===== src/rtl/matrix_loader.sv =====
// Streams GF(M) matrix elements in row-major order, packs N per word, writes the
// words to the systemizer memory, then launches the systemizer and reports its result.
module matrix_loader #(
  parameter int N = 4,
  parameter int M = 3,
  parameter int L = 16,
  parameter int K = 24,
  localparam int E = $clog2(M),
  localparam int W = L * K / N,
  localparam int A = $clog2(W)
) (
  input  logic             clk,
  input  logic             rst,
  input  logic             load,
  input  logic             in_valid,
  input  logic [E-1:0]     in_data,
  output logic             in_ready,
  output logic             sys_wr_en,
  output logic [A-1:0]     sys_wr_addr,
  output logic [N*E-1:0]   sys_data_in,
  output logic             sys_start,
  input  logic             sys_done,
  input  logic             sys_fail,
  output logic             busy,
  output logic             done,
  output logic             fail
);

  localparam int LW = (N > 1) ? $clog2(N) : 1;

  typedef enum logic [2:0] {IDLE, LOAD, FLUSH, START, WAIT, FIN} state_t;

  state_t           state_q, state_d;
  logic [LW-1:0]    lane_q, lane_d;
  logic [A-1:0]     word_q, word_d;
  logic [A-1:0]     addr_q, addr_d;
  logic [N*E-1:0]   pack_q, pack_d;
  logic [N*E-1:0]   data_q, data_d;
  logic             wr_q, wr_d;
  logic             fail_q, fail_d;
  logic             accept;
  logic [N*E-1:0]   pack_ins;

  always_comb begin
    state_d  = state_q;
    lane_d   = lane_q;
    word_d   = word_q;
    addr_d   = addr_q;
    pack_d   = pack_q;
    data_d   = data_q;
    fail_d   = fail_q;
    wr_d     = 1'b0;
    accept   = (state_q == LOAD) && in_valid;
    pack_ins = pack_q;
    pack_ins[lane_q*E +: E] = in_data;

    case (state_q)
      IDLE: begin
        if (load) begin
          lane_d  = '0;
          word_d  = '0;
          fail_d  = 1'b0;
          state_d = LOAD;
        end
      end
      LOAD: begin
        if (accept) begin
          pack_d = pack_ins;
          if (lane_q == LW'(N - 1)) begin
            // Word complete: the registered strobe shows up the following cycle.
            lane_d = '0;
            wr_d   = 1'b1;
            addr_d = word_q;
            data_d = pack_ins;
            word_d = word_q + 1'b1;
            if (word_q == A'(W - 1)) state_d = FLUSH;
          end else begin
            lane_d = lane_q + 1'b1;
          end
        end
      end
      FLUSH: state_d = START;
      START: state_d = WAIT;
      WAIT: begin
        if (sys_done) begin
          fail_d  = sys_fail;
          state_d = FIN;
        end
      end
      FIN:     state_d = IDLE;
      default: state_d = IDLE;
    endcase
  end

  always_ff @(posedge clk or posedge rst) begin
    if (rst) begin
      state_q <= IDLE;
      lane_q  <= '0;
      word_q  <= '0;
      addr_q  <= '0;
      pack_q  <= '0;
      data_q  <= '0;
      wr_q    <= 1'b0;
      fail_q  <= 1'b0;
    end else begin
      state_q <= state_d;
      lane_q  <= lane_d;
      word_q  <= word_d;
      addr_q  <= addr_d;
      pack_q  <= pack_d;
      data_q  <= data_d;
      wr_q    <= wr_d;
      fail_q  <= fail_d;
    end
  end

  assign in_ready    = (state_q == LOAD);
  assign sys_start   = (state_q == START);
  assign busy        = (state_q != IDLE);
  assign done        = (state_q == FIN);
  assign sys_wr_en   = wr_q;
  assign sys_wr_addr = addr_q;
  assign sys_data_in = data_q;
  assign fail        = fail_q;

endmodule


===== config.mk =====
export PLATFORM = sky130hd
export DESIGN_NAME = matrix_loader
export DESIGN_NICKNAME = d
export VERILOG_FILES = /design/src/rtl/matrix_loader.sv
export SDC_FILE = /design/constraint.sdc
export NUM_CORES = 1
export LEC_CHECK = 0
export ABC_AREA = 1
export CAP_MARGIN = 20
export CORE_MARGIN = 2
export CORE_UTILIZATION = 45
export CTS_CLUSTER_DIAMETER = 60
export DETAILED_ROUTE_END_ITERATION = 16
export PLACE_DENSITY = 0.69
export SLEW_MARGIN = 20
export SYNTH_ARGS = -nofsm -noshare
export SYNTH_HDL_FRONTEND = slang
export SYNTH_SLANG_ARGS = --single-unit

===== constraint.sdc =====
create_clock -name clk -period 2.6 [get_ports clk]
set_input_delay 0.52 -clock clk [delete_from_list [all_inputs] [get_ports clk]]
set_output_delay 0.52 -clock clk [all_outputs]
set_load 0.02 [all_outputs]

==> parameters.txt <==
Parameter                              Value

Critical path
  Stage delay of the slowest cell on the critical path    0.58 ns
  Highest fanout seen on the critical path    7
  Reg-to-reg endpoint    sys_data_in[5]
  R2R setup slack    roughly 0.84 ns
  Startpoint of the lowest-slack register-to-register path    state_q[2]
  CP max stage cell    clkdlybuf4s50_1
  Worst r2r path cells    7
  Worst setup startpoint    state_q[1]
  Critical path cell sequence    nor2_1, nand2_1, clkdlybuf4s50_1
  Worst setup path endpoint    busy
  Type of the setup path with the least slack    flip-flop to output port
  Required time of the critical path    2.08 ns
  Arr. time, crit path    between 1.5 and 2 ns
  Startpoint types    flip-flop
  Setup crit end kind    output port

Yosys
  Mean cell area of the mapped netlist    8.14 µm²
  Number of flops mapped to enable cells by yosys    0
  Share of the yosys chip area belonging to registers    0.501
  Flop and latch count out of synthesis    37
  Async set or reset register ratio after synthesis    1.00
  Net count of the mapped netlist    between 200 and 250
  Dominant register cell in the synthesized netlist    dfrtp_1
  Combined area of all synthesized cells    0.00185 mm²
  Number of synthesis warnings    0
  Count of mapped cells out of synthesis    227
  Number of distinct standard cells referenced by the synthesized netlist    26

STA
  Final count of pins violating max slew    0
  Relative max-transition margin    0.703
  Hold Vio Cnt, Final    0
  Setup violators final    0
  Unrepaired setup endpoints after global routing    false
  Final Cycle Share    0.915
  Highest attainable clock frequency    around 0.42 GHz
  Setup Skew    a little over 0.005 ns
  Total negative slack for setup checks    0 ns
  Transition time of the tightest slew-check pin    0.445 ns
  Minimum setup slack in the final design    roughly 0.22 ns
  Final Critical Period    about 2.4 ns

Floorplanning
  Chip Width    ~70 µm
  Initial Utilization    0.465
  Die span in y    68.1 µm
  Number of placement rows    23
  Number of I/O pins    29
  Die ar.    0.00464 mm²
  Std-Cell Core Area    0.00397 mm²

Clocking
  Number of H-tree levels    2
  Number of resized instances in the post-cts repair step    0
  Clock Root Buffer    clkbuf_8
  Cts bufs inserted    5
  Clock sink count    37
  # hold bufs at CTS    0
  Buffer depth of the longest clock path    2
  Clock slew at the register clock pins of the worst setup and hold paths    0.07 ns
  Post-CTS setup buffer count    0
  CTS tree    yes
  Clock network latency to the later pin of the worst-skew pair    ~0.30 ns

Route
  Aggregate routed wire length    3560 µm
  Antenna Violating Nets Remaining    0
  Number of remaining DRC errors    0
  Routed via count    1521
  1st-iter DRT viols    68
  Post-detailed-route wirelength per cell    11.5 µm
  Vias per std cell    4.91
  Drt pass-1 iters    4

GRT
  Number of antenna violations at the first check in global routing    0
  Wire length of the first global-routing pass    6160 µm
  Largest net degree at the start of global routing    38
  GRT Residual Overflow    0
  Aggregate global-route resource usage    0.182
  Via count of the first global-routing pass    1413

Layout
  Final net count    274
  Share of post-route cells with drive strength above 1    0.0654
  Commonest cells after routing, fill and taps aside    nand2_1 (84), dfrtp_1 (37), clkdlybuf4s50_1 (28), inv_1 (21), o21ai_0 (19)
  Fill cell count    372
  Most common library cell in the layout ignoring fill and taps    nand2_1
  ANT cells    0
  Total area of multi-input combinational cells    between 800 and 900 µm²
  Area growth syn-to-layout    22.2%
  Storage element area    926 µm²

Place
  Number of buffers inserted by port buffering    28
  Setup Slack @ Placement    0.423 ns
  Detailed placement HPWL    2660 µm
  Final Wtd Congestion    0.753

Flow run
  Number of maximum-capacitance violations    0

Worst hold path
  Path category of the worst min-delay check    flip-flop to flip-flop
  Start point of the worst hold path    sys_wr_addr[2]
  Number of cells on the worst hold path    2

Pwr
  Maximum vdd ir drop    0.000512 V
  Net switching power of the design    0.865 mW
  Clk pwr share    0.188
  Switching Fraction    0.410
  Combinational fraction of design power    0.425
  Power density over the cells    935 mW/mm²
  Fraction of power consumed by sequential logic    0.387
  Leakage power summed over all cells    1.09 nW
  Internal power consumption    1.25 mW

Outcome
  Outcome    complete, no violations
worst max-delay path: cells and delay by family, from the launching register on:
| kind | cells | cell delay [ns] |
|---|---|---|
| AND/OR/NAND/NOR | 2 | 0.52 |
| flip-flops | 1 | 0.47 |
| buffers and inverters | 1 | 0.58 |
how the worst min path moves through the flow:
stage	end	slack (ns)
finish	sys_wr_addr[2]	0.49
global route	sys_data_in[5]	0.52
CTS	pack_q[5]	0.49
detailed placement	pack_q[5]	0.47
global placement	pack_q[5]	0.46
floorplan	pack_q[4]	0.45
stage by stage:
| stage | power (mW) | cell area, µm² | hold slack, ns | utilization | std cells |
|---|---|---|---|---|---|
| after floorplan | 1.41 | 1850 | 0.449 | - | 227 |
| after CTS | 2.13 | 2260 | 0.490 | 0.569 | 310 |
| final | 2.11 | 2260 | 0.487 | 0.569 | 310 |
| after global placement | 1.73 | 2170 | 0.465 | 0.547 | 302 |
| after global routing | 2.27 | 2260 | 0.515 | 0.569 | 310 |
| after detailed placement | 1.73 | 2170 | 0.472 | 0.547 | 302 |
power groups by stage:
stage / Clock [mW] / Sequential [mW] / Combinational (mW)
floorplan: 0 / 0.878 / 0.535
global placement: 0 / 0.827 / 0.899
detailed placement: 0 / 0.831 / 0.897
CTS: 0.410 / 0.820 / 0.902
global route: 0.431 / 0.837 / 1.00
finish: 0.397 / 0.818 / 0.898
area by class of cell:
| cell class | instances | share of cell area |
|---|---|---|
| clock buffer | 5 | 0.0305 |
| clock inverter | 3 | 0.00776 |
| inverter | 24 | 0.0399 |
| multi-input combinational | 162 | 0.357 |
| sequential | 37 | 0.410 |
| tap | 50 | 0.0277 |
| timing repair buffer | 29 | 0.127 |
cells in the mapped netlist (3+ instances only):
cell | n | area share
buf_2 | 3 | 0.0081
dfrtp_1 | 37 | 0.50
nand3_1 | 13 | 0.035
nor2_1 | 14 | 0.028
inv_1 | 21 | 0.043
ha_1 | 7 | 0.047
nand2_1 | 84 | 0.17
o21ai_0 | 19 | 0.051
o22ai_1 | 8 | 0.027
logic make-up after synthesis:
family / Yosys count / synth area share
and+or+nand+nor: 123 / 0.291
DFF: 37 / 0.501
AOI/OAI and AO/OA: 31 / 0.0928
buffers and inverters: 28 / 0.0630
adders and majority gates: 7 / 0.0474
xor gates and xnor gates: 1 / 0.00474
state kept, by name (all words and copies together) (netlist names):
| name | count |
|---|---|
| sys_data_in | 8 |
| fail | 1 |
| sys_wr_en | 1 |
| lane_q | 2 |
| word_q | 7 |
| pack_q | 8 |
| sys_wr_addr | 7 |
| state_q | 3 |
per-layer routing:
metal  part of all wire  GRT usage  wire, µm
met1               0.48      0.222      1700
met2               0.47      0.296      1680
met3              0.035     0.0592       126
met4              0.016     0.0750        57
met5                  0          0         0
Power figures use the tool's default switching activity.
